[src/rtl/wb_arb_pkg.sv]
// Shared definitions for the two-master Wishbone classic arbiter:
// state encoding, master indices, grant codes and the tie-break rule.
package wb_arb_pkg;

    typedef enum logic [1:0] {
        IDLE   = 2'd0,
        OWN_M0 = 2'd1,
        OWN_M1 = 2'd2
    } arb_state_e;

    localparam logic M0 = 1'b0;
    localparam logic M1 = 1'b1;

    localparam logic [1:0] GRANT_NONE = 2'b00;
    localparam logic [1:0] GRANT_M0   = 2'b01;
    localparam logic [1:0] GRANT_M1   = 2'b10;

    // A lone requester wins; on a tie the master that was not granted last wins.
    function automatic arb_state_e arbitrate(input logic req0, input logic req1, input logic last);
        arb_state_e winner;
        winner = IDLE;
        if (req0 && req1) begin
            winner = (last == M1) ? OWN_M0 : OWN_M1;
        end else if (req0) begin
            winner = OWN_M0;
        end else if (req1) begin
            winner = OWN_M1;
        end
        return winner;
    endfunction

endpackage

[src/rtl/wb_arb_watchdog.sv]
// Bus watchdog: counts stalled strobe cycles and pulses fire for one cycle
// when the count reaches TIMEOUT_CYCLES. TIMEOUT_CYCLES = 0 disables it.
module wb_arb_watchdog #(
    parameter int unsigned TIMEOUT_CYCLES = 255
) (
    input  logic clk_i,
    input  logic rst_ni,
    input  logic run,
    input  logic clear,
    output logic fire
);

    localparam int unsigned CW = (TIMEOUT_CYCLES > 0) ? $clog2(TIMEOUT_CYCLES + 1) : 1;
    localparam logic [CW-1:0] LIMIT = CW'(TIMEOUT_CYCLES);

    logic [CW-1:0] count_q, count_d;

    always_comb begin
        // NOTE: every signal gets a default first so no path leaves it unassigned (no latch).
        count_d = count_q;
        fire    = 1'b0;
        if ((TIMEOUT_CYCLES == 0) || clear) begin
            count_d = '0;
        end else if (run) begin
            if (count_q == LIMIT) begin
                fire    = 1'b1;
                count_d = '0;
            end else begin
                count_d = count_q + CW'(1);
            end
        end
    end

    always_ff @(posedge clk_i or negedge rst_ni) begin
        if (!rst_ni) begin
            count_q <= '0;
        end else begin
            // NOTE: sequential state uses non-blocking assignment so all flops update together.
            count_q <= count_d;
        end
    end

endmodule

[src/rtl/wb_bus_arbiter.sv]
// Two-master (M0 fetch, M1 load/store), one-slave Wishbone classic arbiter with
// round-robin tie-break, grant held for the whole bus cycle, and a hang watchdog.
module wb_bus_arbiter #(
    parameter int unsigned TIMEOUT_CYCLES = 255,
    parameter int unsigned AW             = 32,
    parameter int unsigned DW             = 32
) (
    input  logic              clk_i,
    input  logic              rst_ni,

    input  logic              m0_cyc_i,
    input  logic              m0_stb_i,
    input  logic              m0_we_i,
    input  logic [DW/8-1:0]   m0_sel_i,
    input  logic [AW-1:0]     m0_addr_i,
    input  logic [DW-1:0]     m0_dat_i,
    output logic [DW-1:0]     m0_dat_o,
    output logic              m0_ack_o,
    output logic              m0_err_o,

    input  logic              m1_cyc_i,
    input  logic              m1_stb_i,
    input  logic              m1_we_i,
    input  logic [DW/8-1:0]   m1_sel_i,
    input  logic [AW-1:0]     m1_addr_i,
    input  logic [DW-1:0]     m1_dat_i,
    output logic [DW-1:0]     m1_dat_o,
    output logic              m1_ack_o,
    output logic              m1_err_o,

    output logic              s_cyc_o,
    output logic              s_stb_o,
    output logic              s_we_o,
    output logic [DW/8-1:0]   s_sel_o,
    output logic [AW-1:0]     s_addr_o,
    output logic [DW-1:0]     s_dat_o,
    input  logic [DW-1:0]     s_dat_i,
    input  logic              s_ack_i,
    input  logic              s_err_i,

    output logic [1:0]        grant_o
);

    import wb_arb_pkg::*;

    arb_state_e state_q, state_d;
    logic       last_q, last_d;
    logic       own_m0, own_m1;
    logic       rearbitrate;
    logic       wd_run, wd_clear, wd_fire;

    assign own_m0 = (state_q == OWN_M0);
    assign own_m1 = (state_q == OWN_M1);

    always_comb begin
        s_cyc_o  = 1'b0;
        s_stb_o  = 1'b0;
        s_we_o   = 1'b0;
        s_sel_o  = '0;
        s_addr_o = '0;
        s_dat_o  = '0;
        if (own_m0) begin
            s_cyc_o  = m0_cyc_i;
            s_stb_o  = m0_cyc_i & m0_stb_i;
            s_we_o   = m0_we_i;
            s_sel_o  = m0_sel_i;
            s_addr_o = m0_addr_i;
            s_dat_o  = m0_dat_i;
        end else if (own_m1) begin
            s_cyc_o  = m1_cyc_i;
            s_stb_o  = m1_cyc_i & m1_stb_i;
            s_we_o   = m1_we_i;
            s_sel_o  = m1_sel_i;
            s_addr_o = m1_addr_i;
            s_dat_o  = m1_dat_i;
        end
    end

    // The bus is up for grabs when idle or when the owner has dropped CYC;
    // handing over in that same edge avoids a dead cycle between owners.
    assign rearbitrate = !s_cyc_o;

    always_comb begin
        state_d = state_q;
        last_d  = last_q;
        if (rearbitrate) begin
            state_d = arbitrate(m0_cyc_i, m1_cyc_i, last_q);
            if (state_d == OWN_M0) begin
                last_d = M0;
            end else if (state_d == OWN_M1) begin
                last_d = M1;
            end
        end
    end

    always_ff @(posedge clk_i or negedge rst_ni) begin
        if (!rst_ni) begin
            state_q <= IDLE;
            last_q  <= M1;
        end else begin
            state_q <= state_d;
            last_q  <= last_d;
        end
    end

    // A dropped strobe covers both an idle owner and a release or abort.
    assign wd_run   = s_stb_o;
    assign wd_clear = !s_stb_o || s_ack_i || s_err_i;

    wb_arb_watchdog #(
        .TIMEOUT_CYCLES(TIMEOUT_CYCLES)
    ) u_watchdog (
        .clk_i  (clk_i),
        .rst_ni (rst_ni),
        .run    (wd_run),
        .clear  (wd_clear),
        .fire   (wd_fire)
    );

    assign m0_ack_o = own_m0 & s_ack_i & ~s_err_i;
    assign m1_ack_o = own_m1 & s_ack_i & ~s_err_i;
    assign m0_err_o = own_m0 & (s_err_i | wd_fire);
    assign m1_err_o = own_m1 & (s_err_i | wd_fire);
    assign m0_dat_o = s_dat_i;
    assign m1_dat_o = s_dat_i;
    assign grant_o  = own_m1 ? GRANT_M1 : (own_m0 ? GRANT_M0 : GRANT_NONE);

endmodule

[config.mk]
export PLATFORM = sky130hd
export DESIGN_NAME = wb_bus_arbiter
export DESIGN_NICKNAME = d
export VERILOG_FILES = /design/src/rtl/wb_arb_pkg.sv /design/src/rtl/wb_arb_watchdog.sv /design/src/rtl/wb_bus_arbiter.sv
export SDC_FILE = /design/constraint.sdc
export NUM_CORES = 1
export LEC_CHECK = 0
export CAP_MARGIN = 20
export CORE_AREA = 2 2 123 125
export DETAILED_ROUTE_END_ITERATION = 6
export DIE_AREA = 0 0 125 127
export HOLD_SLACK_MARGIN = 0.06
export PLACE_DENSITY_LB_ADDON = 0.12
export SLEW_MARGIN = 15
export SYNTH_ARGS = -nofsm -noshare
export SYNTH_HDL_FRONTEND = slang
export SYNTH_SLANG_ARGS = --single-unit
[constraint.sdc]
create_clock -name clk_i -period 1.3 [get_ports clk_i]
set_input_delay 0.13 -clock clk_i [delete_from_list [all_inputs] [get_ports clk_i]]
set_output_delay 0.13 -clock clk_i [all_outputs]
set_load 0.01 [all_outputs]
== Word-level counts from Yosys, hierarchy flattened ==
Index checks and enable logic that the tools add are counted.

* Add/sub/neg operators: 1
* Equality and inequality tests: 5
* Mux-type cells: 27
* Bitwise logic cells: 11
* Reduce and logical (&&, ||, !) cells: 7

{| class="wikitable"
|+ Operator list
! kind !! number
|-
| 32-bit 2-to-1 mux || 4
|-
| 8-bit 2-to-1 mux || 3
|-
| 1-bit 2-to-1 mux || 12
|-
| 2-bit 2-to-1 mux || 6
|-
| 8-bit by 1-bit adder with 8-bit output, second input constant || 1
|-
| 1-bit AND || 8
|-
| 8-bit == test, second input constant || 1
|-
| 4-bit 2-to-1 mux || 2
|-
| 2-bit by 1-bit == test with 1-bit output, second input constant || 2
|-
| 2-bit == test, second input constant || 2
|-
| 2-bit nonzero test || 2
|-
| 1-bit logical OR || 2
|-
| 1-bit inverter || 2
|-
| 2-bit AND reduction || 1
|-
| 1-bit logical AND || 1
|-
| 1-bit logical NOT || 1
|-
| 1-bit OR || 1
|}

* Register bits: 11
* Input bits: 178
* Output and inout port bits: 141
* Word-level logic and storage cells: 54

== Depth between registers and ports, before layout ==
Gate-level depths: netlist of run 1.

* Depth in word-level cells: 9
* Depth in mapped cells: 5
* Mapped depth without buffers: 5

== Modules after synthesis ==
A second synthesis of run 1 with hierarchy kept.

* Cell total of the unflattened synthesis: 224
* Area, all modules: 1953.1 µm²

{| class="wikitable"
|+ By module, submodules not included
! module !! instances !! cells an instance !! area an instance (µm²) !! sequential area each (µm²)
|-
| wb_bus_arbiter || 1 || 178 || 1501.4 || 76.3
|-
| wb_arb_watchdog || 1 || 46 || 451.7 || 200.2
|}

== Least setup slack after synthesis of run 1 ==
Ideal clock, no wire load.

* Path kind: flip-flop to flip-flop
* Start point: register last_q
* End point: register last_q
* Setup time: 0.075 ns
* Arrival: 1.382 ns
* Required time: 1.225 ns
* Slack: -0.157 ns
* Stages on the path, launching flop included: 6
* Path buffers: 0
* Clock period less this slack: 1.457 ns
* Path through: dfstp_2 -> inv_1 -> o21ai_0 -> ha_1 -> a221oi_1 -> mux2i_1

* Longest elaborated chain between the ends: 6
* Elaborated cells on any way between the ends: 8
* Classes of those cells: eq/ne: 2; mux: 4; reduce/logical: 2

{| class="wikitable"
|+ Ends and longest elaborated chain
! item !! RTL line !! source
|-
| start: declaration || wb_bus_arbiter.sv:47 || <nowiki>logic last_q, last_d;</nowiki>
|-
| start signal: assignment || wb_bus_arbiter.sv:102 || <nowiki>last_q <= last_d;</nowiki>
|-
| 2-bit 2-to-1 mux (*) || wb_arb_pkg.sv:23 || <nowiki>winner = (last == M1) ? OWN_M0 : OWN_M1;</nowiki>
|-
| 2-bit 2-to-1 mux (*) || wb_arb_pkg.sv:22 || <nowiki>if (req0 && req1) begin</nowiki>
|-
| 2-bit 2-to-1 mux (*) || wb_bus_arbiter.sv:86 || <nowiki>if (rearbitrate) begin</nowiki>
|-
| 2-bit by 1-bit == test with 1-bit output / 2-bit == test (equally long branches) || wb_bus_arbiter.sv:88, wb_bus_arbiter.sv:90 ||
|-
| 2-bit nonzero test (no source line) || -- ||
|-
| 2-bit AND reduction (no source line) || -- ||
|}

Every way passes the cells marked *; elsewhere a longest branch is shown, timed or not. The select of a mux whose other input is x is not followed.
A chain may end at the register's enable or synchronous reset.

== Worst setup path in the final report of run 1 ==
* Start point: register state_q[1]
* End point: output s_we_o

* Longest elaborated chain between the ends: 3
* Elaborated cells on any way between the ends: 4
* Classes of those cells: eq/ne: 2; mux: 2

{| class="wikitable"
|+ Ends and longest elaborated chain
! item !! RTL line !! source
|-
| start: declaration || wb_bus_arbiter.sv:46 || <nowiki>arb_state_e state_q, state_d;</nowiki>
|-
| start signal: assignment || wb_bus_arbiter.sv:101 || <nowiki>state_q <= state_d;</nowiki>
|-
| 2-bit == test || wb_bus_arbiter.sv:53 || <nowiki>assign own_m1 = (state_q == OWN_M1);</nowiki>
|-
| 1-bit 2-to-1 mux || wb_bus_arbiter.sv:69 || <nowiki>end else if (own_m1) begin</nowiki>
|-
| 1-bit 2-to-1 mux (*) || wb_bus_arbiter.sv:62 || <nowiki>if (own_m0) begin</nowiki>
|-
| end: declaration || wb_bus_arbiter.sv:33 || <nowiki>output logic s_we_o,</nowiki>
|}

Every way passes the cells marked *; elsewhere a longest branch is shown, timed or not.

==> flow_summary.toml, run 1 <==
[power]
comb_power_share = 0.754
p_sw_mw = 1.36
switching_share = 0.343
power.leakage_nw = 2.02
seq_power_share = 0.104
vdd_drop_max_mv = 0.391
power_density_nw_per_um2 = 870
p_clk_frac = 0.142
internal_power_mw = 2.59

[global_route]
busiest_layer = "met2"
met1_usage = 0.150
grtUsageMet3 = 0.0456
grt_max_degree = 21
grt_pass1_wl_microns = 16000
grt_usage = 0.130
grt-ovfl-total = 0
grt_util_met2 = 0.243
grt_pass1_vias = 2599
antenna_found_initial = 0

[setup_path]
required_ns = 1.17
path_class = "register to primary output"
r2r-start = "state_q[1]$_DFFE_PN0P_"
reg2reg_to = "last_q$_DFFE_PN1P_"
cp_max_fo = 8
crit_path_start_kind = "register"
r2r_slack_ns = -0.28
max_stage_delay_ns = 0.43
worstPathArrival_ns = 1.61
cp_num_buf_inv = 5
cp-end-kind = "primary output"
cp_cell_sequence = "buf_6 > nand2b_4 > clkinv_8 > buf_12 > clkbuf_16 > a22o_1 > buf_2"
worst_r2r_path_depth = 7
crit_family = "buffers and inverters"
slowest_stage = "dfrtp_2"

[route]
antenna_left = 0
dr_total_vias = 2480
drc = 0
vias_per_cell = 4.09
dr.pass1.iters = 4
wire_per_inst_microns = 19.1
drtIter0Drc = 81
wl_microns = 11600

[outcome]
violations = "negative setup slack"
status = "complete, but fails checks"

[sta]
drv_slew = 0
finalSetupViolations = 87
finalSetupTns_ns = -29.20
clock_skew_ns = 0.00196
finalHoldViolations = 0
fin_crit_sh = 1.34
clock.fmax_ghz = 0.575
max_slew.worst_pin.slew_ns = 0.327
setup_slack_ns = -0.439
min_period_ns = 1.74
relSlewSlack = 0.781
rsz0062_at_grt = "true"

[synthesis]
synth_seq_cells = 11
yosysWarnings = 0
yosysUniqueCellTypes = 38
synth_cells = 212
syn-mean-instance-area_sq_um = 8.45
syn_area_sq_um = 1790
ys_seq_area_frac = 0.154
synthesis.nets = 392

[floorplanning]
die_w_microns = 125
rows = 44
ioPinCount = 319
fp.dieArea_sq_um = 15900
core-area_sq_um = 14400
die_y_microns = 127
initial_core_util = 0.124

[final_layout]
stdcell_area_sq_um = 4540
final_nets = 604
syn2layout_area_growth_pct = 153
diodes = 0
final_cell_mix = "clkdlybuf4s50_1, a22o_1, buf_2"
final_common_cell = "clkdlybuf4s50_1"
drive_gt1_frac = 0.407
stdcell_count = 607

[worst_hold_path]
hold_class = "input port to async pin"

[placed_design]
gp_congestion = 0.723
port-buffer-count = 222
dp_slack_ns = -0.694
dp.cells = 560
placed_cell_area_sq_um = 3920
dp_hpwl_microns = 8000

[job]
cap_viol_max_count = 0

[cts]
clk_pin_slew_worst_paths_ns = 0.04
htreeDepth = 1
root_buffer = "clkbuf_16"
tritoncts = "yes"
cts_buffers = 3
cts.sinks = 11
clockBufferDepth = 2
insertion_delay_ns = 0.24
-- logic make-up (layout without fill, tap and decap cells) --
kind of cell,Yosys count,count (layout),share of synthesized area
AO/OA/AOI/OAI,86,86,0.409
XOR/XNOR,3,3,0.0147
adder cells (fa/ha/maj),2,2,0.0140
buffers and inverters,85,296,0.321
flip-flops,11,11,0.154
multiplexers,1,1,0.00559
AND/OR/NAND/NOR,24,24,0.0817
-- power by group through the flow --
stage	Combinational [mW]	Clock, mW	Sequential, mW
2_1_floorplan	1.08	0	0.396
3_3_place_gp	2.37	0	0.403
3_5_place_dp	2.38	0	0.403
4_1_cts	2.98	0.579	0.403
5_1_grt	3.17	0.601	0.413
6_report	2.98	0.561	0.409
-- cell usage after synthesis (all sizes together) --
library cell | instances | area [sq um]
a211oi | 1 | 12.5
inv | 5 | 18.8
nand2 | 3 | 11.3
o21ai | 5 | 36.3
nor2 | 3 | 11.3
o2111ai | 1 | 8.76
a311oi | 1 | 8.76
a221oi | 1 | 8.76
and4 | 1 | 10.0
clkbuf | 5 | 18.8
buf | 75 | 538
and4b | 2 | 21.3
a21oi | 4 | 20.0
o21a | 1 | 7.51
dfrtp | 10 | 250
xor2 | 2 | 17.5
or2 | 1 | 6.26
nor2b | 1 | 6.26
and2 | 1 | 6.26
and3 | 3 | 20.0
dfstp | 1 | 26.3
a22o | 70 | 613
a21boi | 1 | 7.51
nor3 | 3 | 15.0
mux2i | 1 | 10.0
a41oi | 1 | 8.76
ha | 2 | 25.0
xnor2 | 1 | 8.76
or3 | 2 | 12.5
nand3 | 3 | 20.0
nand2b | 1 | 6.26
-- layout make-up --
class | count | area, sq um
Clock buffer | 4 | 78.8
Sequential cell | 11 | 278
Multi-Input combinational cell | 116 | 1050
Inverter | 5 | 31.3
Fill cell | 1567 | 9890
Tap cell | 184 | 230
Timing Repair Buffer | 287 | 2860
-- worst max-delay path by stage --
stage | start | endpoint | slack, ns | cells past startpoint
3_5_place_dp | m0_cyc_i | m1_err_o | -0.69 | 5
6_report | state_q[1]$_DFFE_PN0P_ | s_we_o | -0.44 | 7
2_1_floorplan | last_q$_DFFE_PN1P_ | last_q$_DFFE_PN1P_ | -0.06 | 5
5_1_grt | state_q[1]$_DFFE_PN0P_ | s_addr_o[12] | -0.49 | 7
3_3_place_gp | m0_cyc_i | m1_err_o | -0.71 | 5
4_1_cts | state_q[1]$_DFFE_PN0P_ | s_dat_o[2] | -0.49 | 7
-- per-stage QoR --
| stage | power (mW) | utilization | hold slack (ns) |
|---|---|---|---|
| CTS | 3.96 | 0.306 | 0.202 |
| floorplan | 1.48 | - | -0.166 |
| global placement | 2.78 | 0.272 | 0.260 |
| detailed placement | 2.78 | 0.272 | 0.260 |
| global route | 4.18 | 0.315 | 0.204 |
| finish | 3.95 | 0.315 | 0.195 |
-- sequential cells by signal (all words and copies together) (netlist names) --
signal,count
last_q,1
state_q,2
u_watchdog.count_q,8
-- per-layer routing --
| layer | share of wire | up-vias | wire [microns] |
|---|---|---|---|
| met5 | 0 | - | 0 |
| met4 | 0.0021 | 0 | 24 |
| met3 | 0.091 | 7 | 1050 |
| met2 | 0.52 | 160 | 5970 |
| met1 | 0.39 | 1144 | 4530 |
| li1 | - | 1169 | - |
-- what timing repair did --
action                     CTS  global route
cloned                       9             5
resized for setup          376            36
setup endpoints to repair   78            88
pin swaps                   43            24
setup buffers               30             9
hold buffers                 0             0
Note: power is estimated with default switching activity, not from simulation.
==> run 2, diff against run 1 <==
CORE_AREA = 3 3 124 126   (was 2 2 123 125)
DIE_AREA = 0 0 127 129   (was 0 0 125 127)
==> flow_summary.toml, run 2 (synthesis results as in run 1) <==
[outcome]
status = "complete, but fails checks"
violations = "negative setup slack"

[sta]
finalSetupViolations = 88
setup_slack_ns = -0.379
drv_slew = 0
finalSetupTns_ns = -24.75
clock_skew_ns = 0.000947
clock.fmax_ghz = 0.596
max_slew.worst_pin.slew_ns = 0.307
fin_crit_sh = 1.29
min_period_ns = 1.68
finalHoldViolations = 0
relSlewSlack = 0.795
rsz0062_at_grt = "true"

[global_route]
grt-ovfl-total = 0
grt_max_degree = 21
grt_usage = 0.118
grt_pass1_wl_microns = 14500
antenna_found_initial = 0
grt_pass1_vias = 2327

[floorplanning]
fp.dieArea_sq_um = 16400
die_w_microns = 127
rows = 44
initial_core_util = 0.124
die_y_microns = 129
ioPinCount = 319
core-area_sq_um = 14400

[setup_path]
required_ns = 1.17
slowest_stage = "dfrtp_2"
worstPathArrival_ns = 1.55
cp-end-kind = "primary output"
cp_cell_sequence = "nor2b_4 > buf_8 > buf_6 > buf_12 > a22o_1 > buf_2"
cp_max_fo = 11
max_stage_delay_ns = 0.44
crit_path_start_kind = "register"
path_class = "register to primary output"

[cts]
clk_pin_slew_worst_paths_ns = 0.04
htreeDepth = 1
root_buffer = "clkbuf_16"
insertion_delay_ns = 0.24
tritoncts = "yes"
clockBufferDepth = 2
cts.sinks = 11
cts_hold_buf = 0
cts_buffers = 3

[route]
drtIter0Drc = 51
dr_total_vias = 2352
antenna_left = 0
wire_per_inst_microns = 18.5
vias_per_cell = 3.97
wl_microns = 10900
dr.pass1.iters = 4
drc = 0

[final_layout]
stdcell_count = 592
final_nets = 589
final_common_cell = "clkdlybuf4s50_1"
final_cell_mix = "clkdlybuf4s50_1, a22o_1, buf_2"
syn2layout_area_growth_pct = 144
drive_gt1_frac = 0.375
largest_reg_flops = 8
largest_register = "u_watchdog.count_q"
top_regs = "u_watchdog.count_q (8), state_q (2), last_q (1)"
stdcell_area_sq_um = 4370
diodes = 0

[job]
cap_viol_max_count = 0

[placed_design]
port-buffer-count = 222
dp_hpwl_microns = 8090
placed_cell_area_sq_um = 3910
dp.cells = 559
gp_congestion = 0.744

[worst_hold_path]
hold_class = "input port to async pin"

[power]
power.leakage_nw = 1.96
power_density_nw_per_um2 = 863
vdd_drop_max_mv = 0.314
totalPowerFinal_mw = 3.77
## run 2: cell count changes in the layout (fill, tap and decap cells not counted), sizes merged
| cell | delta |
|---|---|
| clkbuf | -4 |
| dlygate4sd2 | +1 |
| clkdlybuf4s50 | -2 |
| dlymetal6s2s | +1 |
| bufbuf | +1 |
| clkinv | -1 |
| clkdlybuf4s15 | +1 |
| inv | +1 |
| buf | -13 |
## run 2: critical path: cells and delay by family, from the launching register on
| family | cells | cell delay (ns) |
|---|---|---|
| simple gates | 1 | 0.18 |
| flops | 1 | 0.44 |
| compound gates | 1 | 0.17 |
| buf+inv | 4 | 0.52 |
## run 2: final cells by class
type	count	area, sq um
fillers	1606	10100
repair buffers	272	2710
inverters	5	26.3
well taps	184	230
multi-input cells	116	1040
flip-flops and latches	11	278
clock buffers	4	78.8
## run 2: path summary, 6_finish.rpt
path | start | endpoint | slack [ns] | depth (start not counted)
max reg2reg | last_q$_DFFE_PN1P_ | last_q$_DFFE_PN1P_ | -0.20 | 5
max | state_q[1]$_DFFE_PN0P_ | s_addr_o[13] | -0.38 | 6
min in group clk_i | s_dat_i[29] | m0_dat_o[29] | 0.26 | 0
min reg2reg | last_q$_DFFE_PN1P_ | last_q$_DFFE_PN1P_ | 0.52 | 2
min | rst_ni | u_watchdog.count_q[6]$_DFFE_PN0P_ | 0.19 | 2
max in group asynchronous | rst_ni | last_q$_DFFE_PN1P_ | 0.88 | 2
## run 2: timing repair
action                                  4_1_cts  5_1_grt
cloned                                       11        0
pin swaps                                    30       39
setup buffers                                16        6
endpoints found under the setup margin       80       88
resized for setup                           372       21
## run 2: power breakdown
part	total [mW]	switching [mW]	internal, mW	leakage, nW
sequential	0.410	0.0308	0.379	0.146
clock	0.560	0.149	0.412	0.0382
combinational	2.80	1.10	1.69	1.77
## run 2: metal layers
layer	wire length, microns	global-route usage	up-vias	share of wire
li1	-	-	1136	-
met1	4120	0.136	1058	0.38
met2	5600	0.211	152	0.51
met3	1150	0.0473	6	0.11
met4	60	0.0139	0	0.0055
met5	0	0	-	0
## run 2: per-stage QoR
| stage | util | setup slack [ns] | hold slack (ns) |
|---|---|---|---|
| global placement | 0.271 | -0.757 | 0.260 |
| CTS | 0.297 | -0.376 | 0.200 |
| global route | 0.303 | -0.430 | 0.219 |
| finish | 0.303 | -0.379 | 0.193 |
| floorplan | - | -0.0582 | -0.166 |
| detailed placement | 0.271 | -0.769 | 0.260 |
